## src/rtl/reorder_tag_dispatcher.sv

```systemverilog
// Ingress stage of the reorder path: tags each packet round-robin, forwards its words through
// one output register, limits packets in flight with release credits, and truncates oversize packets.
module reorder_tag_dispatcher #(
    parameter int unsigned TAG_WIDTH            = 6,
    parameter int unsigned CIRCULAR_BUFFER_SIZE = 50,
    parameter int unsigned DATA_WIDTH           = 64,
    parameter int unsigned MAX_TDATA_PER_PACKET = 375
) (
    input  logic                  clk,
    input  logic                  rst,
    input  logic [DATA_WIDTH-1:0] s_TDATA,
    input  logic                  s_TLAST,
    input  logic                  s_TVALID,
    output logic                  s_TREADY,
    output logic [DATA_WIDTH-1:0] buffer_TDATA,
    output logic [TAG_WIDTH-1:0]  reorder_tag_in,
    output logic                  buffer_TLAST,
    output logic                  buffer_TVALID,
    input  logic                  buffer_TREADY,
    output logic                  tag_alloc_valid,
    output logic [TAG_WIDTH-1:0]  tag_alloc_tag,
    input  logic                  tag_release,
    output logic [TAG_WIDTH:0]    outstanding,
    output logic                  oversize_err,
    output logic                  release_err
);
    localparam int unsigned CNT_W = $clog2(MAX_TDATA_PER_PACKET + 1);
    localparam int unsigned OUT_W = TAG_WIDTH + 1;

    localparam logic [OUT_W-1:0]     SIZE_OUT = OUT_W'(CIRCULAR_BUFFER_SIZE);
    localparam logic [TAG_WIDTH-1:0] LAST_TAG = TAG_WIDTH'(CIRCULAR_BUFFER_SIZE - 1);
    localparam logic [CNT_W-1:0]     MAX_CNT  = CNT_W'(MAX_TDATA_PER_PACKET);

    localparam logic [1:0] ST_IDLE = 2'd0;
    localparam logic [1:0] ST_PASS = 2'd1;
    localparam logic [1:0] ST_DROP = 2'd2;

    logic [1:0]           state;
    logic [1:0]           state_nxt;
    logic [CNT_W-1:0]     word_cnt;
    logic [CNT_W-1:0]     word_cnt_nxt;
    logic [TAG_WIDTH-1:0] next_tag;
    logic [TAG_WIDTH-1:0] cur_tag;
    logic                 credit;
    logic                 out_free;
    logic                 accept;
    logic                 fwd;
    logic                 alloc;
    logic                 trunc;
    logic                 rel_ok;

    // New packets only start while a buffer slot is free; tails of truncated packets always drain.
    assign credit   = outstanding < SIZE_OUT;
    assign out_free = !buffer_TVALID || buffer_TREADY;
    assign s_TREADY = !rst && ((state == ST_DROP) ||
                               (out_free && ((state == ST_PASS) || credit)));
    assign accept   = s_TVALID && s_TREADY;
    assign fwd      = accept && (state != ST_DROP);
    assign alloc    = accept && (state == ST_IDLE);
    assign rel_ok   = tag_release && (outstanding != '0);

    always_ff @(posedge clk) begin
        if (rst) begin
            state <= ST_IDLE;
        end else begin
            state <= state_nxt;
        end
    end

    // Packet framing: word count, truncation at the size limit, tail discard.
    always_comb begin
        state_nxt    = state;
        word_cnt_nxt = word_cnt;
        trunc        = 1'b0;
        if (fwd) begin
            word_cnt_nxt = (state == ST_IDLE) ? CNT_W'(1) : word_cnt + CNT_W'(1);
            if (s_TLAST) begin
                state_nxt = ST_IDLE;
            end else if (word_cnt_nxt == MAX_CNT) begin
                trunc     = 1'b1;
                state_nxt = ST_DROP;
            end else begin
                state_nxt = ST_PASS;
            end
        end else if (accept && s_TLAST) begin
            state_nxt = ST_IDLE;
        end
    end

    always_ff @(posedge clk) begin
        if (rst) begin
            word_cnt        <= '0;
            next_tag        <= '0;
            cur_tag         <= '0;
            outstanding     <= '0;
            tag_alloc_valid <= 1'b0;
            tag_alloc_tag   <= '0;
            oversize_err    <= 1'b0;
            release_err     <= 1'b0;
            buffer_TVALID   <= 1'b0;
            buffer_TDATA    <= '0;
            buffer_TLAST    <= 1'b0;
            reorder_tag_in  <= '0;
        end else begin
            word_cnt        <= word_cnt_nxt;
            tag_alloc_valid <= alloc;
            oversize_err    <= trunc;
            release_err     <= tag_release && (outstanding == '0);

            if (alloc) begin
                cur_tag       <= next_tag;
                tag_alloc_tag <= next_tag;
                next_tag      <= (next_tag == LAST_TAG) ? '0 : next_tag + TAG_WIDTH'(1);
            end

            if (alloc && !rel_ok) begin
                outstanding <= outstanding + OUT_W'(1);
            end else if (!alloc && rel_ok) begin
                outstanding <= outstanding - OUT_W'(1);
            end

            // Output register holds its word until the buffer takes it.
            if (fwd) begin
                buffer_TVALID  <= 1'b1;
                buffer_TDATA   <= s_TDATA;
                buffer_TLAST   <= s_TLAST || trunc;
                reorder_tag_in <= alloc ? next_tag : cur_tag;
            end else if (buffer_TREADY) begin
                buffer_TVALID  <= 1'b0;
            end
        end
    end

endmodule
```

## config.mk

```make
export PLATFORM = sky130hd
export DESIGN_NAME = reorder_tag_dispatcher
export DESIGN_NICKNAME = d
export VERILOG_FILES = /design/src/rtl/reorder_tag_dispatcher.sv
export SDC_FILE = /design/constraint.sdc
export NUM_CORES = 1
export LEC_CHECK = 0
export CAP_MARGIN = 20
export CORE_MARGIN = 5
export CORE_UTILIZATION = 49
export CTS_CLUSTER_SIZE = 25
export DETAILED_ROUTE_END_ITERATION = 10
export PLACE_DENSITY = 0.86
export SLEW_MARGIN = 20
export SYNTH_ARGS = -nofsm -noshare
export SYNTH_HDL_FRONTEND = slang
export SYNTH_SLANG_ARGS = --single-unit
```

## constraint.sdc

```tcl
create_clock -name clk -period 9.83 [get_ports clk]
set_input_delay 1.4745 -clock clk [delete_from_list [all_inputs] [get_ports clk]]
set_output_delay 1.4745 -clock clk [all_outputs]
set_load 0.01 [all_outputs]
```

==> results.toml, run 1 <==
[sta]
hold_viol = 0
slew_headroom = 0.286
slew_violations = 0
fin_crit_sh = 0.477
hold_ws_ns = 0.459
worst_pin_slew_ns = 1.07
max_freq_mhz = 213
finalSetupViolCount = 0
tns_ns = 0
finClkSkew_ns = 0.0128
rsz0062_at_grt = "false"
fin_crit_ns = 4.69

[worst_setup_path]
crit_cells = 13
timing.rr.start = "outstanding[1]"
max_stage_delay_ns = 0.49
worstSetupPathType = "in2reg"
timing.rr.end = "outstanding[6]"
reg2reg_depth = 12
reg2reg_slack_ns = 5.93
crit_family = "simple AND/OR/NAND/NOR gates"
path_cells = "clkdlybuf4s50_1 -> nor2b_1 -> nand2_1 -> or3_4 -> inv_1 -> ha_1 -> inv_1 -> ha_1 -> or4_1 -> a311o_1 -> o211ai_1 -> xnor2_1 -> nor2_1"
path_max_fanout = 22
crit_path_start_kind = "input port"
setup.worst_path.end = "outstanding[6]"
cp.arrival_ns = 4.91
path_buf_inv = 3
cp-startpoint = "s_TVALID"
end_kind = "flip-flop"
required_ns = 10.05
slowest_stage = "or3_4"

[final_layout]
layout.nets = 774
multi_input_area_um2 = 2140
final_common_cell = "nand2_1"
drive_above_1_share = 0.0374
final_cell_mix = "nand2_1, clkdlybuf4s50_1, dfxtp_1"
regArea_um2 = 2220
synthToLayoutAreaGrowth_pct = 39.1
antenna_cells = 0
nFillCells = 732

[floorplan]
floorplan.die_area_um2 = 11300
ios = 159
core_area_um2 = 9150
dieWidth_um = 106
dieHeight_um = 106
rows = 35
start_util = 0.496

[global_routing]
grt_pass1_wl_mm = 19.3
antenna_found_initial = 0
grt_max_degree = 107
grt_overflow_total = 0
grt_pass1_vias = 4089
grtUsageTotal = 0.208

[synthesis]
synth_edf_count = 0
synth_fp_nets = 640
ys_seq_area_frac = 0.489
ys_types = 51
syn_inst = 559
synth_area_um2 = 4540
synth-seq-cells = 111
synth_area_per_cell_um2 = 8.12
yosys_warnings = 0
synth_flop_cell = "dfxtp_1"
synth_async_sr_flop_share = 0

[route]
routedWlPerCell_um = 15.0
viasPerCell = 5.26
first_iter_violations = 271
ant_nets = 0
vias = 4248
wl_mm = 12.1
dr.pass1.iters = 4
drcViolationCount = 0

[placement]
dpl.hpwl_mm = 8.58
portBuffers = 158
gp_congestion = 0.861

[clock_tree]
cts_buffers = 9
clk_pin_slew_ns = 0.11
cts_tree = "yes"
hold_buffers = 0
clockBufferDepth = 2
post_cts_resized = 0
htree_levels = 3
postCtsSetupRepairBufs = 0
insertion_delay_ns = 0.37
cts_sinks = 111
cts_root_buf = "clkbuf_8"

[outcome]
status = "complete, no violations"

[power]
power_density_nw_per_um2 = 175
vdd_drop_max_mv = 0.0838
power_leakage_nw = 2.30

[job]
maxCapViolCount = 0

[hold_path]
hp-class = "reg2reg"
==> per-layer routing <==
layer	vias to the layer above	global-route usage	share of wire
met5	-	0	0
met4	0	0.0564	0.015
met3	17	0.0613	0.069
met2	116	0.369	0.51
met1	1957	0.245	0.40
li1	2158	-	-
==> metrics by stage <==
step / cells / util / power, mW / instance area, um2 / setup slack, ns
6_report: 807 / 0.690 / 1.11 / 6320 / 5.14
5_1_grt: 807 / 0.690 / 1.17 / 6320 / 4.92
4_1_cts: 807 / 0.690 / 1.11 / 6320 / 5.17
3_5_place_dp: 793 / 0.670 / 0.849 / 6130 / 4.79
3_3_place_gp: 793 / 0.670 / 0.835 / 6130 / 4.91
2_1_floorplan: 559 / - / 0.713 / 4540 / 5.68
==> kinds of logic after synthesis <==
family / synth area share
adders and majority gates: 0.0320
muxes: 0.0198
DFF: 0.489
AOI/OAI and AO/OA: 0.174
buffers and inverters: 0.0416
xor gates and xnor gates: 0.0116
and+or+nand+nor: 0.231
==> state kept, by name (all words and copies together) (netlist names) <==
| signal | count |
|---|---|
| tag_alloc_tag | 6 |
| outstanding | 7 |
| buffer_TVALID | 1 |
| reorder_tag_in | 6 |
| release_err | 1 |
| oversize_err | 1 |
| next_tag | 6 |
| buffer_TDATA | 64 |
| buffer_TLAST | 1 |
| state | 2 |
| tag_alloc_valid | 1 |
| cur_tag | 6 |
| word_cnt | 9 |
==> cell type report <==
class | count | area share
tap | 111 | 0.0220
sequential | 111 | 0.352
clock buffer | 9 | 0.0196
inverter | 7 | 0.00416
timing repair buffer | 161 | 0.254
multi-input combinational | 403 | 0.339
clock inverter | 5 | 0.00971
==> worst min path at each step <==
stage	from	to	slack (ns)	depth (start not counted)
2_1_floorplan	word_cnt[8]	word_cnt[8]	0.44	2
3_3_place_gp	buffer_TDATA[4]	buffer_TDATA[4]	0.44	2
3_5_place_dp	buffer_TDATA[42]	buffer_TDATA[42]	0.45	2
4_1_cts	buffer_TDATA[25]	buffer_TDATA[25]	0.46	2
5_1_grt	buffer_TDATA[25]	buffer_TDATA[25]	0.48	2
6_report	buffer_TDATA[52]	buffer_TDATA[52]	0.46	2
==> synth_stat cells (all sizes together), types with 4 or more instances <==
master,count,share of area
nand4,5,0.0069
ha,10,0.028
or3,5,0.0091
nand2,166,0.14
or4,4,0.0066
a211oi,7,0.012
a21o,5,0.0083
mux2i,9,0.020
dfxtp,111,0.49
nor2b,4,0.0055
nor2,24,0.020
nor4,4,0.0055
clkbuf,25,0.021
a31oi,5,0.0069
nand3,7,0.0077
inv,7,0.0058
buf,13,0.015
xnor2,4,0.0077
o21ai,10,0.011
a21oi,90,0.099
==> where the power goes <==
group          total, mW  internal, mW  leakage, nW  switching [mW]
Sequential         0.517         0.487        0.904          0.0304
Clock              0.266         0.116       0.0834           0.150
Combinational      0.323         0.164         1.31           0.159
Total               1.11         0.766         2.30           0.339
==> worst register-to-register path, delay by kind of cell (launching register included) <==
family / cells / cell delay, ns
buf+inv: 2 / 0.47
simple gates: 4 / 1.49
xor+xnor: 1 / 0.14
flops: 1 / 0.37
compound gates: 3 / 0.74
fa+ha+maj: 2 / 0.55
Note: power is estimated with default switching activity, not from simulation.
==> run 2: changes to the inputs <==
- CORE_UTILIZATION: 49 -> 45
- PLACE_DENSITY: 0.86 -> 0.8
- clock period: 9.83 -> 4.88 ns (I/O delays scaled with it)
==> results.toml, run 2 (synthesized netlist as in run 1, its figures left out) <==
[global_routing]
grtUsageTotal = 0.193
grt_overflow_total = 0
grt_pass1_wl_mm = 20.0
grt_pass1_vias = 4195
antenna_found_initial = 0
grt_max_degree = 107

[clock_tree]
postCtsSetupRepairBufs = 0
clockBufferDepth = 2
hold_buffers = 0
htree_levels = 3
cts_sinks = 111
cts_root_buf = "clkbuf_8"
insertion_delay_ns = 0.37
cts_buffers = 9
clk_pin_slew_ns = 0.10
cts_tree = "yes"
post_cts_resized = 0

[sta]
slew_headroom = 0.260
finalSetupViolCount = 0
rsz0062_at_grt = "false"
fin_crit_sh = 0.812
tns_ns = 0
fin_crit_ns = 3.96
hold_ws_ns = 0.459
hold_viol = 0
slew_violations = 0
max_freq_mhz = 252
finClkSkew_ns = 0.0103
worst_pin_slew_ns = 1.11

[floorplan]
dieWidth_um = 110
dieHeight_um = 110
core_area_um2 = 9820
rows = 36
floorplan.die_area_um2 = 12200
ios = 159
start_util = 0.462

[power]
combPwrFrac = 0.289
power_frac_clock = 0.249
power_leakage_nw = 2.32
intPower_mw = 1.56
power_density_nw_per_um2 = 353
p_sw_uw = 695
p_seq_frac = 0.462
vdd_drop_max_mv = 0.190
p_sw_frac = 0.309

[final_layout]
antenna_cells = 0
layout.nets = 774
largest_register_ff_count = 64
fin_cells = 831
nFillCells = 877
final_cell_mix = "nand2_1, clkdlybuf4s50_1, dfxtp_1"
fin_util = 0.649
synthToLayoutAreaGrowth_pct = 40.4
regMostFlops = "buffer_TDATA"
drive_above_1_share = 0.0401
reg_top3 = "buffer_TDATA: 64 flops, word_cnt: 9 flops, outstanding: 7 flops"
final_common_cell = "nand2_1"

[placement]
portBuffers = 158
place_inst = 815
dpl.hpwl_mm = 8.76
gp_congestion = 0.777

[route]
routedWlPerCell_um = 14.7
wl_mm = 12.2
first_iter_violations = 333
dr.pass1.iters = 4
drcViolationCount = 0
ant_nets = 0
viasPerCell = 5.25
vias = 4364

[worst_setup_path]
path_max_fanout = 22
cp.arrival_ns = 4.19
end_kind = "flip-flop"
crit_path_start_kind = "input port"
worstSetupPathType = "in2reg"
required_ns = 5.10

[job]
maxCapViolCount = 0

[hold_path]
hp-class = "reg2reg"

[outcome]
status = "complete, no violations"
[run 2: cell types whose count changed in the layout (fill, tap and decap cells not counted), sizes merged]
cell	change
clkinvlp	-1
inv	+3
[run 2: power groups by stage]
stage	logic, mW	registers, mW	clock network [mW]
after global placement	0.633	1.06	0
after CTS	0.655	1.04	0.580
after floorplan	0.351	1.08	0
final	0.651	1.04	0.560
after global routing	0.712	1.05	0.615
after detailed placement	0.651	1.06	0
[run 2: final timing paths]
path	slack [ns]	cells after the start	end	start
worst max-delay path	0.92	13	outstanding[6]	s_TVALID
worst min-delay path	0.46	2	buffer_TDATA[5]	buffer_TDATA[5]
worst max register to register	0.96	12	outstanding[6]	outstanding[1]
worst min register to register	0.46	2	buffer_TDATA[5]	buffer_TDATA[5]
[run 2: layout make-up]
class	instances	area, um2	share of cell area
flip-flops and latches	111	2220	0.349
multi-input cells	403	2140	0.336
repair buffers	161	1610	0.253
well taps	133	166	0.0261
clock buffers	9	124	0.0194
clock inverters	7	78.8	0.0124
inverters	7	26.3	0.00412
[run 2: metrics by stage]
step           total power, mW  area [um2]  setup slack, ns
6_report                  2.25        6370            0.916
3_5_place_dp              1.71        6170            0.540
3_3_place_gp              1.69        6170            0.687
5_1_grt                   2.38        6370            0.712
2_1_floorplan             1.44        4540             1.47
4_1_cts                   2.28        6370            0.941
[run 2: critical path, cell delays in order]
cell and delay, ns:
clkdlybuf4s50_1 0.45, nor2b_1 0.19, nand2_1 0.16, or3_4 0.49, inv_1 0.31, ha_1 0.29
inv_1 0.16, ha_1 0.26, or4_1 0.50, a311o_1 0.34, o211ai_1 0.10, xnor2_1 0.14
nor2_1 0.05
[run 2: routing by layer]
metal / global-route usage / wire length [um] / vias up
li1: - / - / 2171
met3: 0.0635 / 753 / 24
met4: 0.0665 / 320 / 0
met2: 0.340 / 6140 / 139
met1: 0.219 / 4980 / 2030
met5: 0 / 0 / -
==> run 3: changes to the inputs <==
- clock period: 4.88 -> 3.93 ns (I/O delays scaled with it)
==> results.toml, run 3 (synthesized netlist as in run 1, its figures left out) <==
[final_layout]
regMostFlops = "buffer_TDATA"
final_common_cell = "nand2_1"
layout.nets = 778
antenna_cells = 0
reg_top3 = "buffer_TDATA: 64 flops, word_cnt: 9 flops, outstanding: 7 flops"
drive_above_1_share = 0.0442
largest_register_ff_count = 64
design_area_um2 = 6370
fin_util = 0.648
synthToLayoutAreaGrowth_pct = 40.2
final_cell_mix = "nand2_1, clkdlybuf4s50_1, dfxtp_1"

[worst_setup_path]
path_cells = "or3_4 -> a31o_1 -> or3_4 -> inv_1 -> ha_1 -> inv_1 -> ha_1 -> or4_1 -> a311o_1 -> o211ai_1 -> xnor2_1 -> nor2_1"
crit_path_start_kind = "flip-flop"
required_ns = 4.14
cp.arrival_ns = 3.73
worstSetupPathType = "reg2reg"
end_kind = "flip-flop"
slowest_stage = "or4_1"
max_stage_delay_ns = 0.50
path_max_fanout = 7
crit_family = "simple AND/OR/NAND/NOR gates"
path_buf_inv = 2

[sta]
finClkSkew_ns = 0.0163
tns_ns = 0
slew_violations = 0
worst_pin_slew_ns = 1.10
hold_viol = 0
slew_headroom = 0.268
final.setup.worst_slack_ns = 0.409
fin_crit_sh = 0.896
max_freq_mhz = 284
finalSetupViolCount = 0
fin_crit_ns = 3.52
rsz0062_at_grt = "false"

[global_routing]
grt_overflow_total = 0
grtUsageTotal = 0.198
grt_max_degree = 107
grt_pass1_vias = 4216
antenna_found_initial = 0
grt_pass1_wl_mm = 20.4

[clock_tree]
htree_levels = 3
cts_sinks = 111
post_cts_resized = 0
cts_buffers = 9
clockBufferDepth = 2
postCtsSetupRepairBufs = 0
hold_buffers = 0
cts_root_buf = "clkbuf_8"
cts_tree = "yes"
clk_pin_slew_ns = 0.11
insertion_delay_ns = 0.36

[route]
routedWlPerCell_um = 14.7
vias = 4334
ant_nets = 0
dr.pass1.iters = 5
wl_mm = 12.3
first_iter_violations = 257
viasPerCell = 5.19
drcViolationCount = 0

[power]
power_density_nw_per_um2 = 432
power_leakage_nw = 2.33
vdd_drop_max_mv = 0.246

[floorplan]
core_area_um2 = 9820
dieWidth_um = 110
floorplan.die_area_um2 = 12200
ios = 159
start_util = 0.462
rows = 36
dieHeight_um = 110

[placement]
dpl.hpwl_mm = 9.02
place_ws_ns = 0.149
portBuffers = 158
placed_cell_area_um2 = 6190
gp_congestion = 0.802

[outcome]
status = "complete, no violations"

[job]
maxCapViolCount = 0

[hold_path]
hp-class = "reg2reg"
[run 3: routing by layer]
metal / routed length [um] / GRT usage / vias up
li1: - / - / 2171
met3: 868 / 0.0678 / 22
met2: 6420 / 0.360 / 139
met4: 279 / 0.0640 / 0
met5: 0 / 0 / -
met1: 4750 / 0.214 / 2002
[run 3: where the power goes]
part	total, mW	switching, mW	internal (mW)
clock network	0.640	0.397	0.243
registers	1.29	0.0744	1.22
logic	0.822	0.404	0.417
total	2.75	0.875	1.88
[run 3: worst reg2reg max path: stages, from the launching register on]
cell and delay, ns:
dfxtp_1 0.38, or3_4 0.43, a31o_1 0.29, or3_4 0.40, inv_1 0.09, ha_1 0.22, inv_1 0.17, ha_1 0.26
or4_1 0.50, a311o_1 0.35, o211ai_1 0.10, xnor2_1 0.14, nor2_1 0.05
[run 3: metrics by stage]
step | hold slack [ns] | std cells | power, mW
2_1_floorplan | 0.441 | 559 | 1.78
3_3_place_gp | 0.441 | 819 | 2.11
3_5_place_dp | 0.445 | 819 | 2.14
4_1_cts | 0.461 | 835 | 2.78
5_1_grt | 0.482 | 835 | 2.93
6_report | 0.460 | 835 | 2.75
[run 3: final timing paths]
kind / slack, ns / start / depth (start not counted) / endpoint
worst min-delay path: 0.46 / buffer_TDATA[25] / 2 / buffer_TDATA[25]
worst max register to register: 0.41 / outstanding[1] / 12 / outstanding[6]
worst min register to register: 0.46 / buffer_TDATA[25] / 2 / buffer_TDATA[25]
worst max-delay path: 0.41 / outstanding[1] / 12 / outstanding[6]
[run 3: area by class of cell]
| type | instances | area, um2 |
|---|---|---|
| fill | 856 | 3450 |
| sequential | 111 | 2220 |
| multi-input combinational | 403 | 2140 |
| timing repair buffer | 165 | 1630 |
| tap | 133 | 166 |
| clock buffer | 10 | 128 |
| clock inverter | 6 | 51.3 |
| inverter | 7 | 26.3 |
